**src/rtl/i2c_bus_arbiter.sv**
```systemverilog
// rtl/i2c_bus_arbiter.sv - round-robin arbiter sequencing 2-byte I2C register writes for two requesters
// Optional NACK retry is compiled in when I2C_RETRY_EN is defined.
module i2c_bus_arbiter #(
  parameter logic [15:0] TIMEOUT   = 16'd50000,
  parameter int          MAX_RETRY = 2
) (
  input  logic       I2C_Clock,
  input  logic       iReset,
  input  logic       iReq0,
  input  logic [6:0] iSlv_Addr0,
  input  logic [7:0] iReg_Addr0,
  input  logic [7:0] iReg_Data0,
  output logic       oGrant0,
  output logic       oDone0,
  output logic       oErr0,
  input  logic       iReq1,
  input  logic [6:0] iSlv_Addr1,
  input  logic [7:0] iReg_Addr1,
  input  logic [7:0] iReg_Data1,
  output logic       oGrant1,
  output logic       oDone1,
  output logic       oErr1,
  input  logic       iI2C_Ready,
  input  logic       iAck,
  input  logic       iNack,
  output logic       oTransmit,
  output logic [6:0] oSlv_Addr,
  output logic [7:0] oI2C_Data,
  output logic       oBusy
);

  typedef enum logic [3:0] {
    IDLE, ARB, START, ADDR, ACK1, DATA, ACK2, DONE, FAIL
`ifdef I2C_RETRY_EN
    , RETRY
`endif
  } state_t;

  state_t      state, state_d, nack_target;
  logic        transmit_d;
  logic [6:0]  slv_d;
  logic [7:0]  data_d;
  logic [1:0]  grant_d;
  logic        pick, owner, last_grant;
  logic [6:0]  lat_slv;
  logic [7:0]  lat_reg, lat_dat;
  logic [15:0] tmo_cnt;
  logic        active, timed_out;

  // On a tie the requester that did not win last time is served.
  assign pick      = (iReq0 && iReq1) ? ~last_grant : iReq1;
  assign active    = (state == START) || (state == ADDR) || (state == ACK1) ||
                     (state == DATA)  || (state == ACK2);
  assign timed_out = active && (tmo_cnt == TIMEOUT - 16'd1);

  assign oBusy  = (state != IDLE);
  assign oDone0 = (state == DONE) && !owner;
  assign oDone1 = (state == DONE) &&  owner;
  assign oErr0  = (state == FAIL) && !owner;
  assign oErr1  = (state == FAIL) &&  owner;

`ifdef I2C_RETRY_EN
  logic [3:0] retry_cnt;
  assign nack_target = (retry_cnt < 4'(MAX_RETRY)) ? RETRY : FAIL;

  always_ff @(posedge I2C_Clock or negedge iReset) begin
    if (!iReset)             retry_cnt <= 4'd0;
    else if (state == ARB)   retry_cnt <= 4'd0;
    else if (state == RETRY) retry_cnt <= retry_cnt + 4'd1;
  end
`else
  localparam int unused_max_retry = MAX_RETRY;
  assign nack_target = FAIL;
`endif

  always_comb begin
    state_d    = state;
    transmit_d = oTransmit;
    slv_d      = oSlv_Addr;
    data_d     = oI2C_Data;
    grant_d    = {oGrant1, oGrant0};
    case (state)
      IDLE:  if (iReq0 || iReq1) state_d = ARB;
      ARB: begin
        grant_d = pick ? 2'b10 : 2'b01;
        state_d = START;
      end
      START: if (iI2C_Ready) begin
        transmit_d = 1'b1;
        slv_d      = lat_slv;
        data_d     = lat_reg;
        state_d    = ADDR;
      end
      ADDR:  if (iAck) begin
        data_d  = lat_dat;
        state_d = ACK1;
      end
      ACK1:  if (iNack) state_d = nack_target;
             else if (!iAck) state_d = DATA;
      DATA:  if (iAck) begin
        transmit_d = 1'b0;
        state_d    = ACK2;
      end
      ACK2:  if (iNack) state_d = nack_target;
             else if (!iAck) state_d = DONE;
`ifdef I2C_RETRY_EN
      RETRY: state_d = START;
`endif
      default: state_d = IDLE;
    endcase
    // Timeout overrides any other move and never retries.
    if (timed_out) state_d = FAIL;
    if (state_d == DONE || state_d == FAIL) begin
      transmit_d = 1'b0;
      grant_d    = 2'b00;
    end
`ifdef I2C_RETRY_EN
    if (state_d == RETRY) transmit_d = 1'b0;
`endif
  end

  always_ff @(posedge I2C_Clock or negedge iReset) begin
    if (!iReset) begin
      state      <= IDLE;
      oTransmit  <= 1'b0;
      oSlv_Addr  <= 7'd0;
      oI2C_Data  <= 8'd0;
      oGrant0    <= 1'b0;
      oGrant1    <= 1'b0;
      owner      <= 1'b0;
      last_grant <= 1'b1;
      lat_slv    <= 7'd0;
      lat_reg    <= 8'd0;
      lat_dat    <= 8'd0;
      tmo_cnt    <= 16'd0;
    end else begin
      state     <= state_d;
      oTransmit <= transmit_d;
      oSlv_Addr <= slv_d;
      oI2C_Data <= data_d;
      oGrant0   <= grant_d[0];
      oGrant1   <= grant_d[1];
      if (state == ARB) begin
        owner      <= pick;
        last_grant <= pick;
        lat_slv    <= pick ? iSlv_Addr1 : iSlv_Addr0;
        lat_reg    <= pick ? iReg_Addr1 : iReg_Addr0;
        lat_dat    <= pick ? iReg_Data1 : iReg_Data0;
      end
      if (state_d != state)                   tmo_cnt <= 16'd0;
      else if (active && tmo_cnt != 16'hFFFF) tmo_cnt <= tmo_cnt + 16'd1;
    end
  end

endmodule

```
**config.mk**
```make
export PLATFORM = sky130hd
export DESIGN_NAME = i2c_bus_arbiter
export DESIGN_NICKNAME = d
export VERILOG_FILES = /design/src/rtl/i2c_bus_arbiter.sv
export SDC_FILE = /design/constraint.sdc
export NUM_CORES = 1
export LEC_CHECK = 0
export CORE_MARGIN = 3
export CORE_UTILIZATION = 40
export DETAILED_ROUTE_END_ITERATION = 16
export PLACE_DENSITY = 0.66
export SYNTH_ARGS = -nofsm -noshare
export SYNTH_HDL_FRONTEND = slang
export SYNTH_SLANG_ARGS = --single-unit
```
**constraint.sdc**
```tcl
create_clock -name I2C_Clock -period 3 [get_ports I2C_Clock]
set_input_delay 0.6 -clock I2C_Clock [delete_from_list [all_inputs] [get_ports I2C_Clock]]
set_output_delay 0.6 -clock I2C_Clock [all_outputs]
set_load 0.005 [all_outputs]
```
==> impl_summary.md, run 1 <==
Status
The run finished with clean final reports.

Synthesis
In this run, distinct cell masters in the synthesized netlist total approximately 50. The post-synthesis sequential area ratio is about half. The net count after synthesis is just under 400. In this run, synthesis inferred 0 flip-flops with an integrated enable.

The dominant combinational cell family by area after synthesis is simple AND/OR/NAND/NOR gates. For this run, the leading register cell type out of synthesis is dfrtp_1. Summing the areas of all fa, ha and maj instances in the mapped netlist gives less than 1% of the synthesized area. The post-synthesis sequential element count is 63. Yosys printed 0 warnings. Of the total synthesized cell area, the portion taken by XOR and XNOR cells is approximately 2.7%.

The count of mapped cells out of synthesis is around 340. The synthesized area is ~3200 um^2. Summing the areas of all and, or, nand and nor instances in the mapped netlist gives roughly 24% of the synthesized area.

The mean cell area of the mapped netlist is 9.70 um^2. The compound-cell area share of the yosys netlist is between 10 and 15%. The fraction of registers with async set/reset is 100%.

The fraction of synthesized area in multiplexers is between 10% and 20%.

GRT
For this run, the total global-route usage over all layers was measured as approximately 17%. Global routing used a little under a quarter of the available met1 tracks. The global routing usage on met3 is 3.05%. met2 is the most crowded layer. The overall overflow remaining after global route is 0. The via count of the first global-routing pass is ~2.5k.

Global routing used between 20% and 30% of the available met2 tracks. The initial antenna violation count was 0. The first global-routing pass estimated 11900 um of wire. The pin count of the biggest net entering global routing is 36.

STA
Static timing analysis puts the maximum clock frequency at slightly below 400 MHz. The worst path needs ~2.6 ns of the cycle, external delays included. After layout, the worst setup slack is 0.425 ns. The number of pins with negative max-slew slack in the final report is 0.

The number of endpoints failing setup at the final stage is 0. Hold is met by 0.110 ns. The period utilization is a little under nine tenths. For the pin with the worst max-slew slack, the measured transition is 0.620 ns. Setup repair after global routing left no endpoint under its margin. Setup total negative slack on the finished layout was measured at 0 ns. The worst-case headroom to the max-slew limit is between 50% and 60%. The final-report hold violation count came to 0. The largest clock skew in the final design is roughly 0.012 ns.

Final layout
The largest register by flop count is tmo_cnt. For this run, the post-layout net count is 464. The area growth from synthesis to final layout is 33.5%. Leaving out fill and tap cells, the most frequent cell in the layout is clkdlybuf4s50_1. After routing the design area is 4340 um^2. In the layout the commonest cells are clkdlybuf4s50_1, dfrtp_1, nand2_1. The register with the most flip-flops in the layout has 16 of them.

The antenna diode count is 0. Cells with a size suffix above 1 make up between 10% and 20% of the layout.

Power and ir drop
The sequential cell fraction of total power is between 30 and 40%. The share of total power dissipated in combinational logic is 39.5%. For this design the ratio of total power to cell area is 854 nW/um^2.

The analysis attributes to net switching a power of roughly 1.3 mW. The fraction of power spent switching nets is 36.2%. Of the total power, the clock network draws 22.6%.

The internal cell power is 2.37 mW. The worst ir drop on vdd is 472 uV. Summed over all cells, the static leakage comes to roughly 1.8 nW.

Setup path
The highest cell delay on the worst timing path is 0.57 ns. At the worst endpoint, the required time is 2.40 ns. STA classifies the critical path startpoint as a register. The combined buffer and inverter count along the critical path is 1. The arrival time reported for the critical path endpoint is 1.97 ns.

Walking the worst path, the cells encountered are nor2_1 > nor4b_1 > clkdlybuf4s50_1. The peak fanout along the critical path is 14. The setup slack of the worst register-to-register path is a little under 0.7 ns. On the critical path the largest part of the delay comes from buffers and inverters. The critical path class is reg -> out. The library cell contributing the largest single delay on the critical path is clkdlybuf4s50_1. STA classifies the critical path endpoint as a primary output.

Clock network
The number of buffers on the longest clock path is 2. The hold buffer count at cts is 0. The tree is rooted in a clkbuf_8. Counting every sink on the clock net gives 63. The maximum level of the CTS H-tree is 3. The CTS tree is built. The clock input transition at the sequential cells of the worst setup and hold paths is 0.08 ns.

After clock tree synthesis, the setup repair step added 0 buffers. Counting the buffers created by CTS gives 9. The later pin in the worst-skew pair is clocked with a latency of between 0.3 and 0.4 ns. The number of gates resized after cts is 0.

Routing
The iteration-0 DRC count of the detailed router is 95. The total number of vias is between 2k and 3k. Dividing the detail-routed wire length by the instance count gives ~14 um. The routed design has about 7400 um of wire.

The pre-antenna-repair detailed-routing pass consisted of 4 iterations. The DRC violation count after routing is 0. The post-detailed-route count of antenna-violating nets is 0. Using the TritonRoute via totals, the vias-per-cell ratio works out to 5.18.

Hold path
The type of the most critical hold path is in -> async.

Floorplan
The starting utilization of the core area is 41.6%. The floorplan step set the die width to about 96 um. After floorplanning, the core was divided into 32 placement rows. The vertical extent of the die is a little under 100 um. The top-level port count is 76. The core outline area is just under 8000 um^2.

The area of the die is slightly above 9000 um^2.

Run
The count of max-cap constraint violations is 0.

Place
Port buffering added 75 buffers. The worst setup slack before clock tree synthesis is 0.337 ns. The total half-perimeter wirelength after legalization and detailed placement is between 5000 and 6000 um. The placed instances occupy a cell area of 4110 um^2. The final RePlAce weighted congestion is ~0.84.
==> stage by stage <==
stage          util, %  total power [mW]  instances
3_3_place_gp      52.6              2.86        501
4_1_cts           55.6              3.74        517
6_report          55.6              3.71        517
2_1_floorplan        -              2.32        335
3_5_place_dp      52.6              2.90        501
5_1_grt           55.6              3.98        517
==> Yosys cell counts, drive strengths merged, types with 2 or more instances <==
master / count / share of area [%]
dfrtp: 62 / 48
nand2: 44 / 5.1
mux2i: 34 / 10
nor2: 34 / 3.9
a21oi: 27 / 4.2
nor3: 23 / 5.1
o21ai: 15 / 2.7
clkbuf: 13 / 1.5
xnor2: 10 / 2.7
nand3: 9 / 1.4
nor4: 7 / 1.3
buf: 6 / 1.5
nand4: 4 / 0.77
or2: 4 / 0.77
and2: 3 / 0.58
and3: 3 / 0.58
inv: 3 / 0.35
nand2b: 3 / 0.58
nor2b: 3 / 0.58
a211oi: 2 / 0.46
and4: 2 / 0.54
nand3b: 2 / 0.58
nor4b: 2 / 0.54
o211ai: 2 / 0.46
o21a: 2 / 0.46
o31ai: 2 / 0.46
or4b: 2 / 0.73
==> path summary, 6_finish.rpt <==
check | from | end | cells past startpoint
max | state[1] | oErr0 | 3
min | iReset | lat_reg[0] | 1
max reg2reg | tmo_cnt[4] | tmo_cnt[0] | 5
min reg2reg | lat_slv[1] | oSlv_Addr[1] | 2
max in group asynchronous | iReset | last_grant | 2
min in group I2C_Clock | lat_slv[1] | oSlv_Addr[1] | 2
==> logic make-up (layout without fill, tap and decap cells) <==
group | Yosys count | count (layout)
mux | 34 | 34
fa+ha+maj | 1 | 1
compound gates | 56 | 56
flops | 63 | 63
xor+xnor | 10 | 10
simple gates | 148 | 148
buf+inv | 23 | 103
==> layout make-up <==
cell class / instances / area, um^2
fillers: 727 / 3470
flip-flops and latches: 63 / 1580
multi-input cells: 249 / 1570
repair buffers: 83 / 818
clock buffers: 10 / 138
well taps: 102 / 128
clock inverters: 6 / 92.6
inverters: 4 / 15.0
==> power by group through the flow <==
stage / Sequential, mW / Clock, mW / Combinational [mW]
floorplan: 1.34 / 0 / 0.981
global placement: 1.41 / 0 / 1.45
detailed placement: 1.42 / 0 / 1.48
CTS: 1.40 / 0.851 / 1.48
global route: 1.44 / 0.887 / 1.65
finish: 1.40 / 0.837 / 1.47
==> layer usage <==
layer / wire length (um) / vias to the layer above
li1: - / 1333
met1: 3610 / 1270
met2: 3300 / 66
met3: 375 / 7
met4: 109 / 0
met5: 0 / -
==> worst register-to-register path: stages, from the launching register on <==
cell	delay [ns]
dfrtp_1	0.47
or4_1	0.55
or4b_4	0.58
o21ai_4	0.17
nand4b_4	0.32
nor3_1	0.10
No activity file was read; power rests on OpenSTA's default activity.
==> inputs of run 2 (changes only) <==
--- a/config.mk
+++ b/config.mk
@@ -5,6 +5,7 @@
 export SDC_FILE = /design/constraint.sdc
 export NUM_CORES = 1
 export LEC_CHECK = 0
+export ABC_CLOCK_PERIOD_IN_PS = 3000
 export CORE_MARGIN = 3
 export CORE_UTILIZATION = 40
 export DETAILED_ROUTE_END_ITERATION = 16
==> results of run 2 <==
Final layout, timing and power as in run 1 (identical DEF).
==> inputs of run 3 (changes only) <==
--- a/config.mk
+++ b/config.mk
@@ -5,6 +5,7 @@
 export SDC_FILE = /design/constraint.sdc
 export NUM_CORES = 1
 export LEC_CHECK = 0
+export ABC_AREA = 1
 export ABC_CLOCK_PERIOD_IN_PS = 3000
 export CORE_MARGIN = 3
 export CORE_UTILIZATION = 40
@@ -13,3 +14,4 @@
 export SYNTH_ARGS = -nofsm -noshare
 export SYNTH_HDL_FRONTEND = slang
 export SYNTH_SLANG_ARGS = --single-unit
+export TNS_END_PERCENT = 1
==> run 3 against run 2 <==
  * Critical path type unchanged
  * Via count rose by 13%
  * Register-to-register slack improved by 0.26 ns
  * Worst setup slack improved by 0.11 ns
  * Worst hold slack improved by 0.040 ns
  * Global-route usage rose by 1.4 points
  * Clock-buffer cell count did not move
  * Non-clock buffer count fell by 1
  * Sequential cell count did not move
==> impl_summary.md, run 3 <==
Routing
The total wirelength of the detailed-routed design is 8090 um (was 7400 um). The DRC violation count after routing is 0 (unchanged). The routed length per instance is 13.0 um (was 14.3 um). The vias per cell is 4.86 (was 5.18). The total number of vias is 3021 (was 2676).

The iteration-0 DRC count of the detailed router is 115 (was 95). The first-pass detailed-route iteration total is 4 (unchanged). The post-detailed-route count of antenna-violating nets was 0 (unchanged).

Setup path
The launching point of the worst reg2reg path is state[0] (was tmo_cnt[4]). The terminus of the critical flop-to-flop path is tmo_cnt[5] (was tmo_cnt[0]). The arrival time reported for the critical path endpoint was 1.86 ns (was 1.97 ns).

The data required time of the worst path is 2.40 ns (about the same). The startpoint type of the worst setup path is a register (unchanged). The setup slack of the worst register-to-register path was 0.95 ns (was 0.69 ns). The timing startpoint of the critical path was state[1] (unchanged).

The type of destination of the critical path is a primary output (unchanged). The critical path class is reg -> out (unchanged). The endpoint of the most critical setup path is oErr1 (was oErr0). The number of cells traversed by the worst register-to-register path is 12 (was 5). The peak fanout along the critical path is 6 (was 14).

Floorplan
The width of the die came to 97.5 um (was 96.1 um). The top-level port count is 76 (unchanged). The core outline area is 7930 um^2 (was 7810 um^2).

The vertical extent of the die is 97.5 um (was 96.1 um). The number of placement rows was 32 (unchanged). The starting utilization of the core area is 42.3% (was 41.6%). The area of the die is 9510 um^2 (was 9240 um^2).

STA
The final critical delay including setup and external delays came to 2.46 ns (was 2.57 ns). The setup TNS after final layout was 0 ns (unchanged). The worst-case headroom to the max-slew limit was 55.2% (was 58.7%). The slew at the pin with the worst max-slew slack was 0.671 ns (was 0.620 ns). The number of endpoints failing setup at the final stage is 0 (unchanged).

The slack of the critical path is 0.538 ns (was 0.425 ns). Unrepaired setup endpoints after global routing: no (unchanged). The largest clock skew in the final design is 0.0102 ns (was 0.0119 ns).

The peak clock frequency supported by timing is 406 MHz (was 388 MHz). The period utilization is 82.1% (was 85.8%). The number of pins with negative max-slew slack in the final report was 0 (unchanged). The final-report hold violation count is 0 (unchanged).

GRT
The total routing usage reported by global routing is 18.0% (was 16.6%). The global routing usage on met3 came to 6.10% (was 3.05%). The global-route layer with the greatest usage is met2 (unchanged). The pin count of the biggest net entering global routing is 33 (was 36). The via count of the first global-routing pass is 3067 (was 2474). The global-route met1 utilization was 23.2% (was 23.8%). The overall overflow remaining after global route is 0 (unchanged). The met2 global-route usage came to 28.0% (was 24.7%). The global-route wire length before repair came to 14000 um (was 11900 um). The initial antenna violation count is 0 (unchanged).

Synthesis
The post-synthesis sequential area ratio is 47.1% (was 48.6%). The number of flops mapped to enable cells by yosys is 0 (unchanged). The fraction of registers with async set/reset is 100% (unchanged). The primary flip-flop cell chosen by synthesis mapping is dfrtp_1 (unchanged). The net count after synthesis came to 490 (was 389). Main area contributors after synthesis: dfrtp_1, nand2_1, nor2_1 (was dfrtp_1, mux2i_1, nand2_1). The number of warnings printed during yosys synthesis was 0 (unchanged). The distinct cell type count after synthesis came to 30 (was 49). Top cell types by occurrence after synthesis: nand2_1, nor2_1, dfrtp_1 (was dfrtp_1, nand2_1, mux2i_1, nor2_1, a21oi_1). The mean cell area of the mapped netlist is 7.69 um^2 (was 9.70 um^2).

The count of mapped cells out of synthesis is 436 (was 335). The cell type contributing the most total cell area after synthesis is dfrtp_1 (unchanged). The top cell type's share of synthesized area is 46.3% (was 47.7%).

The post-synthesis sequential element count is 63 (unchanged). The leading cell type by number of instances after synthesis is nand2_1 (was dfrtp_1). The synthesized area is 3350 um^2 (was 3250 um^2).

Final layout
The area growth from synthesis to final layout was 30.9% (was 33.5%). The fraction of layout instances using a drive strength above 1 is 10.4% (was 10.6%). The total of fill cells in the finished design is 775 (was 727). The footprint of the flip-flops and latches is 1580 um^2 (unchanged). The final net count is 568 (was 464). The antenna diode count is 0 (unchanged). The largest register by flop count is tmo_cnt (unchanged). The area occupied by multi-input gates is 1500 um^2 (was 1570 um^2).

Most used cells in the layout excluding fill and tap cells: nand2_1, nor2_1, clkdlybuf4s50_1 (was clkdlybuf4s50_1, dfrtp_1, nand2_1). The flip-flop count of the largest register, all copies and words added is 16 (unchanged). The most common cell after layout, fill and taps aside is nand2_1 (was clkdlybuf4s50_1).

Clock network
The post-CTS setup-driven buffer insertion count is 0 (unchanged). The number of sinks on the clock net is 63 (unchanged). The total clock buffers created by CTS is 9 (unchanged). The CTS root buffer is clkbuf_8 (unchanged). The CTS tree is built (unchanged).

The clock input transition at the sequential cells of the worst setup and hold paths was 0.08 ns (about the same). The latest clock arrival within the worst-skew pair is 0.35 ns (was 0.34 ns). The number of gates resized after cts is 0 (unchanged). The number of buffers on the longest clock path is 2 (unchanged). The hold buffer count at cts was 0 (unchanged). The maximum level of the CTS H-tree came to 3 (unchanged).

Place
The final RePlAce weighted congestion came to 0.847 (was 0.843). The count of buffers inserted at the top-level ports is 75 (unchanged). The worst setup slack before clock tree synthesis is 0.747 ns (was 0.337 ns). The total half-perimeter wirelength after legalization and detailed placement came to 5960 um (was 5500 um).

Power and ir drop
The power per standard cell area is 855 nW/um^2 (was 854 nW/um^2). The sequential cell fraction of total power is 36.0% (was 37.9%). The total net switching power is 1.52 mW (was 1.34 mW). The share of total power in the clock network is 19.7% (was 22.6%). The static leakage power is 1.93 nW (was 1.77 nW). The fraction of power spent switching nets was 40.6% (was 36.2%). The worst ir drop on vdd came to 338 uV (was 472 uV). The fraction of power consumed by combinational cells came to 44.3% (was 39.5%). The internal cell power is 2.23 mW (was 2.37 mW). The sum of internal, switching and leakage power is 3.75 mW (was 3.71 mW).

Status
Result of the run: finished, final reports clean (unchanged).

Hold path
The type of the most critical hold path is in -> async (unchanged).

Run
The count of max-cap constraint violations is 0 (unchanged).
==> run 3: changes by cell type after synthesis, moves of 7 or more <==
| cell | change |
|---|---|
| nor2_4 | +11 |
| nor3_1 | -9 |
| mux2i_1 | -34 |
| nor4_1 | -7 |
| nor3_2 | -10 |
| xnor2_1 | -10 |
| nand2_1 | +51 |
| nand3_1 | +17 |
| o21ai_0 | +8 |
| nor2_1 | +41 |
| inv_2 | +8 |
| a31oi_1 | +8 |
| inv_1 | +38 |
==> run 3: logic make-up after synthesis <==
family,share of synthesized area (%)
AND/OR/NAND/NOR,30.9
adder cells (fa/ha/maj),0.373
XOR/XNOR,1.57
AO/OA/AOI/OAI,11.9
buffers and inverters,8.14
flip-flops,47.1
==> run 3: how the worst min path moves through the flow <==
| stage | startpoint | endpoint | slack [ns] | cells after the start |
|---|---|---|---|---|
| 2_1_floorplan | iReset | lat_dat[0] | 0.30 | 0 |
| 3_3_place_gp | last_grant | last_grant | 0.46 | 2 |
| 3_5_place_dp | last_grant | last_grant | 0.47 | 2 |
| 4_1_cts | iReset | tmo_cnt[4] | 0.15 | 1 |
| 5_1_grt | iReset | owner | 0.18 | 1 |
| 6_report | iReset | tmo_cnt[4] | 0.15 | 1 |
==> run 3: metal layers <==
layer	up-vias	part of all wire, %	wire length, um
met5	-	0	0
met2	92	45	3660
met3	10	7.9	635
li1	1553	-	-
met1	1366	45	3670
met4	0	1.6	127
==> run 3: critical path, stage by stage, from the launching register on <==
cell             delay [ns]
dfrtp_1                0.46
nor2_1                 0.28
nand3_1                0.15
nor2_1                 0.11
clkdlybuf4s50_1        0.52
==> run 3: metrics by stage <==
step                      std cells  instance area (um^2)  hold WS [ns]  utilization, %
after floorplan                 436                  3350         0.304               -
after global placement          605                  4190         0.462            52.8
after detailed placement        605                  4190         0.469            52.8
after CTS                       621                  4390         0.153            55.3
after global routing            621                  4390         0.181            55.3
final                           621                  4390         0.150            55.3
==> run 3: cell type report <==
cell class	count	area share (%)
well taps	102	2.91
multi-input cells	309	34.2
flip-flops and latches	63	36.0
clock buffers	10	2.91
repair buffers	82	18.2
inverters	49	4.19
clock inverters	6	1.63
==> run 3: power by group through the flow <==
stage	clock network [mW]	logic, mW	registers, mW
after detailed placement	0	1.67	1.36
after global routing	0.793	1.89	1.39
after CTS	0.753	1.68	1.35
after global placement	0	1.65	1.36
after floorplan	0	1.14	1.34
final	0.741	1.66	1.35
